<file path="config.mk">
export PLATFORM = sky130hd
export DESIGN_NAME = xs3_to_binary_serial
export DESIGN_NICKNAME = d
export VERILOG_FILES = /design/src/rtl/xs3_pkg.sv /design/src/rtl/xs3_digit_decode.sv /design/src/rtl/xs3_to_binary_serial.sv
export SDC_FILE = /design/constraint.sdc
export NUM_CORES = 1
export LEC_CHECK = 0
export ABC_AREA = 1
export BUFFER_PORTS_ARGS = -buffer_cell sky130_fd_sc_hd__buf_2
export CORE_ASPECT_RATIO = 0.6
export CORE_MARGIN = 5
export CORE_UTILIZATION = 58
export DETAILED_ROUTE_END_ITERATION = 10
export PLACE_DENSITY = 0.8
export SETUP_SLACK_MARGIN = 0.05
export SLEW_MARGIN = 20
export SYNTH_ARGS = -nofsm -noshare
export SYNTH_HDL_FRONTEND = slang
export SYNTH_SLANG_ARGS = --single-unit
</file>
<file path="constraint.sdc">
create_clock -name clk -period 2.85 [get_ports clk]
set_clock_uncertainty 0.1 [all_clocks]
set_input_delay 0.855 -clock clk [delete_from_list [all_inputs] [get_ports clk]]
set_output_delay 0.855 -clock clk [all_outputs]
set_load 0.02 [all_outputs]
</file>
<file path="src/rtl/xs3_pkg.sv">
// Shared Excess-3 definitions: state encoding, code limits and a validity helper.
package xs3_pkg;

    typedef enum logic [1:0] {
        IDLE = 2'd0,
        CONV = 2'd1,
        DONE = 2'd2
    } xs3_state_e;

    // Legacy-compatible state constants used by the converter FSM
    localparam logic [1:0] ST_IDLE = 2'd0;
    localparam logic [1:0] ST_CONV = 2'd1;
    localparam logic [1:0] ST_DONE = 2'd2;

    localparam logic [3:0] XS3_OFFSET = 4'd3;
    localparam logic [3:0] XS3_MIN    = 4'd3;
    localparam logic [3:0] XS3_MAX    = 4'd12;

    // True when the nibble is a legal Excess-3 code (decimal 0..9)
    function automatic logic xs3_is_valid(input logic [3:0] code);
        return (code >= XS3_MIN) && (code <= XS3_MAX);
    endfunction

endpackage

</file>
<file path="src/rtl/xs3_digit_decode.sv">
// Combinational Excess-3 nibble decoder; illegal codes decode to digit 0 with invalid set.
module xs3_digit_decode
    import xs3_pkg::*;
(
    input  logic [3:0] code,
    output logic [3:0] digit,
    output logic       invalid
);

    // Strip the excess-3 offset, forcing zero for illegal codes
    always_comb begin
        invalid = !xs3_is_valid(code);
        digit   = invalid ? 4'd0 : (code - XS3_OFFSET);
    end

endmodule

</file>
<file path="src/rtl/xs3_to_binary_serial.sv">
// Digit-serial Excess-3 to binary converter, MSD first, one digit per clock.
module xs3_to_binary_serial
    import xs3_pkg::*;
#(
    parameter int unsigned NDIG = 4,
    parameter int unsigned BW   = 14
) (
    input  logic                clk,
    input  logic                rst,
    input  logic                start,
    input  logic [4*NDIG-1:0]   xs3_in,
    output logic                ready,
    output logic                valid,
    output logic [BW-1:0]       bin_out,
    output logic                err
);

    localparam int unsigned XW = 4 * NDIG;
    localparam int unsigned CW = (NDIG > 1) ? $clog2(NDIG) : 1;

    logic [1:0]    state,   state_nx;
    logic [XW-1:0] sreg,    sreg_nx;
    logic [BW-1:0] acc,     acc_nx;
    logic          err_acc, err_acc_nx;
    logic [CW-1:0] cnt,     cnt_nx;
    logic [BW-1:0] bin_nx;
    logic          err_nx;
    logic          ready_nx;
    logic          valid_nx;

    logic [3:0]    dig;
    logic          dig_invalid;
    logic [BW-1:0] acc_mac;

    // Decode the digit currently at the top of the shift register
    xs3_digit_decode u_decode (
        .code    (sreg[XW-1 -: 4]),
        .digit   (dig),
        .invalid (dig_invalid)
    );

    // acc*10 + digit built from shifts in a widened word, then truncated back to BW
    always_comb begin
        acc_mac = BW'(({4'b0, acc} << 3) + ({4'b0, acc} << 1) + (BW + 4)'(dig));
    end

    // Next-state and next-output logic
    always_comb begin
        state_nx   = state;
        sreg_nx    = sreg;
        acc_nx     = acc;
        err_acc_nx = err_acc;
        cnt_nx     = cnt;
        bin_nx     = bin_out;
        err_nx     = err;

        case (state)
            ST_IDLE: begin
                if (start) begin
                    sreg_nx    = xs3_in;
                    acc_nx     = '0;
                    err_acc_nx = 1'b0;
                    cnt_nx     = CW'(NDIG - 1);
                    state_nx   = ST_CONV;
                end
            end
            ST_CONV: begin
                acc_nx     = acc_mac;
                err_acc_nx = err_acc | dig_invalid;
                sreg_nx    = sreg << 4;
                cnt_nx     = cnt - CW'(1);
                if (cnt == '0) begin
                    bin_nx   = acc_mac;
                    err_nx   = err_acc | dig_invalid;
                    state_nx = ST_DONE;
                end
            end
            ST_DONE: begin
                state_nx = ST_IDLE;
            end
            default: begin
                state_nx = ST_IDLE;
            end
        endcase

        ready_nx = (state_nx == ST_IDLE);
        valid_nx = (state_nx == ST_DONE);
    end

    // State, datapath and registered outputs
    always_ff @(posedge clk or posedge rst) begin
        if (rst) begin
            state   <= ST_IDLE;
            sreg    <= '0;
            acc     <= '0;
            err_acc <= 1'b0;
            cnt     <= '0;
            bin_out <= '0;
            err     <= 1'b0;
            ready   <= 1'b1;
            valid   <= 1'b0;
        end else begin
            state   <= state_nx;
            sreg    <= sreg_nx;
            acc     <= acc_nx;
            err_acc <= err_acc_nx;
            cnt     <= cnt_nx;
            bin_out <= bin_nx;
            err     <= err_nx;
            ready   <= ready_nx;
            valid   <= valid_nx;
        end
    end

endmodule

</file>
==> results of run 1 <==
-- per-stage QoR --
stage / worst slack [ns] / util
2_1_floorplan: 0.2344 / -
3_3_place_gp: 0.1058 / 0.6355
3_5_place_dp: 0.006779 / 0.6355
4_1_cts: 0.05790 / 0.6600
5_1_grt: -0.007261 / 0.6708
6_report: 0.1526 / 0.6708
-- cells by family after synthesis --
group	Yosys count
XOR/XNOR	1
AO/OA/AOI/OAI	53
buffers and inverters	55
flip-flops	51
adder cells (fa/ha/maj)	27
AND/OR/NAND/NOR	186
-- layout make-up --
class / instances / area (sq um) / share of cell area
Clock buffer: 6 / 82.58 / 0.02460
Inverter: 47 / 176.4 / 0.05255
Multi-Input combinational cell: 267 / 1483 / 0.4417
Sequential cell: 51 / 1277 / 0.3805
Tap cell: 66 / 82.58 / 0.02460
Clock inverter: 2 / 35.03 / 0.01044
Timing Repair Buffer: 41 / 220.2 / 0.06560
-- path summary, 6_finish.rpt --
path                                     to  slack [ns]
worst max-delay path                 acc[7]        0.15
worst min-delay path            bin_out[11]        0.38
worst max register to register       acc[7]        0.15
worst min register to register  bin_out[11]        0.38
max in group asynchronous        bin_out[4]        1.62
min in group asynchronous             valid        0.60
-- synth_stat cells, drive strengths merged --
cell type | number | area, sq um
nand3 | 24 | 120.1
dfstp | 1 | 26.28
a21oi | 18 | 101.4
a22oi | 1 | 7.510
nand2 | 125 | 474.2
fa | 2 | 40.04
inv | 47 | 176.4
nand4 | 4 | 25.02
o21ai | 30 | 153.9
nand3b | 6 | 45.04
buf | 8 | 72.56
ha | 25 | 312.8
dfrtp | 50 | 1251
o22ai | 4 | 25.02
xor2 | 1 | 8.760
nor2 | 27 | 125.1
-- critical path, delay by kind of cell (launching register included) --
kind | cells | cell delay (ns)
buffers and inverters | 3 | 0.18
AOI/OAI and AO/OA | 1 | 0.07
and+or+nand+nor | 8 | 0.84
adders and majority gates | 3 | 0.97
DFF | 1 | 0.42
-- repair_timing --
| action | CTS | global route |
|---|---|---|
| pin swaps | 0 | 5 |
| setup endpoints to repair | 3 | 19 |
| buffers inserted | 0 | 2 |
| gates resized for setup | 1 | 14 |
-- cell usage in the layout, fill, tap and decap left out, types with 10 or more instances in the layout --
cell type,count
a21oi_1,15
o21ai_1,16
o21ai_0,12
nor2_1,25
inv_1,37
ha_1,23
buf_2,35
nand3_1,20
dfrtp_1,50
inv_2,10
nand2_1,121
-- metal layers --
| layer | part of all wire | track usage |
|---|---|---|
| met1 | 0.50 | 0.3577 |
| met3 | 0.098 | 0.05196 |
| met4 | 0.0042 | 0.04092 |
| met2 | 0.40 | 0.3131 |
| met5 | 0 | 0 |
-- state kept, by name (all words and copies together), names as in the netlist --
signal	flops
state	2
cnt	2
err_acc	1
bin_out	14
acc	13
ready	1
sreg	16
err	1
valid	1
==> impl_metrics.py, run 1 <==
metrics = {
    "clock_tree": {
        "clk_latency_ns": 0.30,
        "htreeDepth": 2,
        "path_clk_slew_ns": 0.09,
        "numCtsBuffers": 5,
        "numClockSinks": 51,
        "cts_hold_buf": 0,
        "cts-root-buf": "clkbuf_8",
        "clockBufferDepth": 2,
        "cts_tree": "done",
    },
    "floorplan": {
        "die_x_um": 102.3,
        "die_h_um": 65.39,
        "die_area_sq_um": 6690,
        "core_area_sq_um": 5005,
        "num_io_pins": 36,
        "start_util": 0.5925,
        "core.rowCount": 20,
    },
    "global_route": {
        "gr-total-overflow": 0,
        "grt_pass1_vias": 2448,
        "grt_pass1_wl_mm": 11.78,
        "antenna_found_initial": 0,
        "grt_start_max_net_pins": 52,
        "grt.total_usage": 0.2256,
    },
    "synthesis": {
        "syn_nets": 419,
        "netlist_instances": 373,
        "synth-seq-cells": 51,
        "yosys.area_share.simple": 0.2662,
        "yosys_warnings": 0,
        "synthAdderAreaFrac": 0.1190,
        "ys_seq_area_frac": 0.4308,
        "avgSynthCellArea_sq_um": 7.950,
        "synthMuxAreaShare": 0,
        "synth.distinct_cells": 26,
        "synth_compound_area_frac": 0.09705,
        "synth_top_family_by_area": "simple AND/OR/NAND/NOR gates",
        "syn_area_sq_um": 2965,
        "synthXorXnorAreaFrac": 0.002954,
    },
    "sta": {
        "holdWs_ns": 0.3819,
        "tightest_slew_ns": 0.6341,
        "fin_crit_sh": 0.9465,
        "tns_ns": 0,
        "relSlewSlack": 0.5773,
        "setup_viol": 0,
        "slew_viol_final": 0,
        "maxClockFrequency_ghz": 0.3707,
        "finalHoldViolations": 0,
        "timing.final.crit_period_ns": 2.697,
    },
    "placed_design": {
        "hpwlAfterDp_mm": 5.188,
        "place_area_sq_um": 3181,
        "place_congestion": 0.9432,
        "io_buffers": 35,
        "post-place-cells": 470,
    },
    "worst_setup_path": {
        "reg2reg_from": "sreg[12]",
        "slowest_stage": "fa_1",
        "worstPathMaxFanout": 4,
        "worstPathRequired_ns": 2.93,
        "worstSetupStartpoint": "sreg[12]",
        "start_kind": "flip-flop",
        "arrival_ns": 2.78,
        "cp_slowest_stage_delay_ns": 0.50,
        "critical_path.cell_chain": "inv_2 -> ha_1 -> nand3b_1 -> nand2_2 -> inv_2 -> nand2_1 -> fa_1 -> inv_2 -> ha_1 -> nand3_1 -> nand3_2 -> nand2_1 -> nand3b_1 -> nand2_1 -> o21ai_1",
        "critical_path_class": "flip-flop to flip-flop",
        "critPathCaptureType": "flip-flop",
        "reg2regPathDepth": 15,
    },
    "final_layout": {
        "instances_no_fill": 480,
        "antenna_cells": 0,
        "area_growth_pct": 13.21,
        "nets": 459,
        "drive_above_1_share": 0.1884,
        "fillCellCount": 418,
        "design_area_sq_um": 3357,
    },
    "worst_hold_path": {
        "hp-class": "flip-flop to flip-flop",
        "hp-start": "bin_out[11]",
        "min_path_cells": 2,
    },
    "detailed_routing": {
        "vias_per_cell": 5.342,
        "routedWlPerCell_um": 14.25,
        "drc_errors": 0,
        "vias": 2564,
        "postRouteAntennaNets": 0,
        "firstDrtPassIters": 4,
        "initialDrtViolationCount": 178,
        "wl_mm": 6.839,
    },
    "flow_run": {
        "cap_violations": 0,
    },
    "run_status": {
        "outcome": "complete, no violations",
    },
}
Power of run 1 is not shown: default switching activity piles up to over one toggle a cycle in this logic, so the estimate is an artifact.
==> inputs of run 2 (changes only) <==
- ABC_AREA: 1 -> 0
- CAP_MARGIN: unset -> 20
- CORE_UTILIZATION: 58 -> 57
- PLACE_DENSITY: 0.8 -> 0.79
- RECOVER_POWER: unset -> 25
==> run 2 against run 1 <==
Against the previous run: the run now ends with negative setup slack left; hold slack worse by 0.0021 ns; die area fell by 4.2%; sequential cell count unchanged; maximum frequency is 16% lower; worst setup slack got worse by 0.51 ns; clock-buffer cell count is the same; routed wire length shrank 9.3%; non-clock buffer count rose by 17; register-to-register slack worse by 0.51 ns; synthesized area is 6.4% lower; sequential share of layout area up 0.47 points; synthesized cell count fell by 27%.
==> impl_metrics.py, run 2 <==
metrics = {
    "run_status": {
        "outcome": "complete, but fails checks",
        "violations": "negative setup slack",
    },
    "flow_run": {
        "cap_violations": 0,
    },
    "detailed_routing": {
        "routedWlPerCell_um": 15.94,
        "drt-met1-wl_mm": 3.173,
        "firstDrtPassIters": 4,
        "vias_per_cell": 5.586,
        "drc_errors": 0,
        "wl_met2_mm": 2.502,
        "initialDrtViolationCount": 137,
        "vias": 2173,
        "postRouteAntennaNets": 0,
        "dr_wl_met3_um": 435,
        "top_layer_used": "met4",
        "wl_mm": 6.201,
    },
    "sta": {
        "slew_viol_final": 0,
        "fin_crit_sh": 1.126,
        "rsz0062_at_grt": "yes",
        "timing.final.crit_period_ns": 3.210,
        "relSlewSlack": 0.1781,
        "maxClockFrequency_ghz": 0.3115,
        "tightest_slew_ns": 1.233,
        "finalHoldViolations": 0,
        "setup_ws_ns": -0.3603,
        "setup_viol": 17,
    },
    "global_route": {
        "antenna_found_initial": 0,
        "grt_start_max_net_pins": 52,
        "grt_pass1_wl_mm": 10.14,
        "grt_pass1_vias": 2042,
        "gr-total-overflow": 0,
        "grt.total_usage": 0.1994,
    },
    "worst_setup_path": {
        "worstPathRequired_ns": 2.92,
        "worstSetupStartpoint": "sreg[12]",
        "worstPathMaxFanout": 5,
        "reg2reg_from": "sreg[12]",
        "start_kind": "flip-flop",
        "arrival_ns": 3.28,
        "critical_path.cell_chain": "ha_2 -> or3_4 -> o21ai_4 -> buf_4 -> nor2_1 -> ha_1 -> ha_2 -> fa_2 -> a21o_1 -> a221oi_2 -> o211ai_1 -> xnor2_1 -> o21ai_1",
        "critPathCaptureType": "flip-flop",
        "crit_top_cell": "ha_2",
        "cp_slowest_stage_delay_ns": 0.42,
        "critical_path_class": "flip-flop to flip-flop",
        "slowest_stage": "dfrtp_1",
    },
    "synthesis": {
        "synth.distinct_cells": 46,
        "yosys.area.top_type": "dfrtp_1",
        "synthTopCellsByArea": "dfrtp_1, ha_1, o21ai_0",
        "synth-seq-cells": 51,
        "yosys.area_share.simple": 0.1330,
        "synthArstFlopShare": 1.000,
        "synth_compound_area_frac": 0.1506,
        "synthAdderAreaFrac": 0.1271,
        "synth_top_area_frac": 0.4509,
        "syn_area_sq_um": 2775,
        "netlist_instances": 272,
        "synth.top_cells.by_count": "dfrtp_1, nand2_1, o21ai_0",
        "ys_seq_area_frac": 0.4603,
        "avgSynthCellArea_sq_um": 10.20,
        "synth_edf_count": 0,
        "ys.flop_type": "dfrtp_1",
        "synthMuxAreaShare": 0.05546,
        "yosys_warnings": 0,
        "synth_top_family_by_area": "compound AO/OA/AOI/OAI gates",
        "syn_nets": 318,
        "synth.most_common_cell": "dfrtp_1",
        "synthXorXnorAreaFrac": 0.03156,
    },
    "worst_hold_path": {
        "hp-start": "bin_out[13]",
        "hp-class": "flip-flop to flip-flop",
    },
    "floorplan": {
        "core.rowCount": 19,
        "core_area_sq_um": 4636,
        "die_x_um": 100.1,
        "die_area_sq_um": 6410,
        "num_io_pins": 36,
        "die_h_um": 64.05,
        "start_util": 0.5987,
    },
    "clock_tree": {
        "cts-root-buf": "clkbuf_8",
        "numCtsBuffers": 5,
        "path_clk_slew_ns": 0.09,
        "htreeDepth": 2,
        "clockBufferDepth": 2,
        "clk_latency_ns": 0.31,
        "cts_tree": "done",
        "numClockSinks": 51,
        "cts_hold_buf": 0,
    },
    "final_layout": {
        "utilization": 0.7153,
        "largest_reg_flops": 16,
        "largest-register": "sreg",
        "antenna_cells": 0,
        "most-common-layout-cells": "dfrtp_1, nand2_1, buf_2",
        "nets": 371,
        "top_regs": "sreg: 16 flops, bin_out: 14 flops, acc: 13 flops",
        "mostFrequentLayoutCell": "dfrtp_1",
        "drive_above_1_share": 0.2822,
        "area_growth_pct": 19.48,
    },
    "placed_design": {
        "place_congestion": 0.9025,
        "io_buffers": 35,
        "hpwlAfterDp_mm": 4.431,
    },
}
run 2: cell count changes in the layout (fill, tap and decap cells not counted), sizes merged, moves of 12 or more:
| cell | before | now |
|---|---|---|
| inv | 47 | 13 |
| nor2 | 27 | 12 |
| buf | 41 | 57 |
| nand2 | 125 | 37 |
| mux2i | 0 | 12 |
| nand3 | 24 | 6 |
run 2: worst max-delay path: cells and delay by family, from the launching register on:
kind | cells | cell delay [ns]
AOI/OAI and AO/OA | 5 | 0.85
xor gates and xnor gates | 1 | 0.25
adders and majority gates | 4 | 0.92
buffers and inverters | 1 | 0.15
DFF | 1 | 0.42
and+or+nand+nor | 2 | 0.38
run 2: layout make-up:
type | instances | area, sq um
tap | 63 | 78.83
multi-input combinational | 196 | 1455
clock inverter | 2 | 37.54
fill | 349 | 1320
clock buffer | 6 | 72.57
timing repair buffer | 58 | 345.3
inverter | 13 | 48.80
sequential | 51 | 1277
run 2: worst paths after layout:
| check | endpoint | slack [ns] | depth (start not counted) |
|---|---|---|---|
| worst min-delay path | bin_out[13] | 0.38 | 2 |
| worst max-delay path | acc[12] | -0.36 | 13 |
| worst max register to register | acc[12] | -0.36 | 13 |
| worst min register to register | bin_out[13] | 0.38 | 2 |
| max in group asynchronous | acc[9] | 1.07 | 3 |
| min in group asynchronous | sreg[10] | 0.84 | 3 |
run 2: through the flow:
stage | hold WS, ns | worst slack, ns | area [sq um] | setup TNS, ns | instances
2_1_floorplan | 0.3492 | -0.1637 | 2806 | -0.8877 | 272
3_3_place_gp | 0.3556 | -0.2257 | 3098 | -2.184 | 372
3_5_place_dp | 0.3662 | -0.3612 | 3098 | -3.868 | 372
4_1_cts | 0.3880 | -0.2823 | 3283 | -2.954 | 387
5_1_grt | 0.4145 | -0.4463 | 3316 | -5.450 | 389
6_report | 0.3799 | -0.3603 | 3316 | -3.511 | 389
run 2: layer usage:
| layer | vias up | global-route usage |
|---|---|---|
| met5 | - | 0 |
| met4 | 0 | 0.05378 |
| met3 | 11 | 0.04022 |
| met2 | 67 | 0.2616 |
| met1 | 1032 | 0.3273 |
| li1 | 1063 | - |
run 2: what timing repair did:
action,4_1_cts,5_1_grt
resized for setup,11,5
pin swaps,7,9
setup endpoints to repair,17,19
buffers inserted,7,2
run 2: logic make-up after synthesis:
group	count (synthesis)
compound gates	66
simple gates	78
xor+xnor	10
mux	15
fa+ha+maj	27
flops	51
buf+inv	25
Power of run 2 is left out for the same reason.
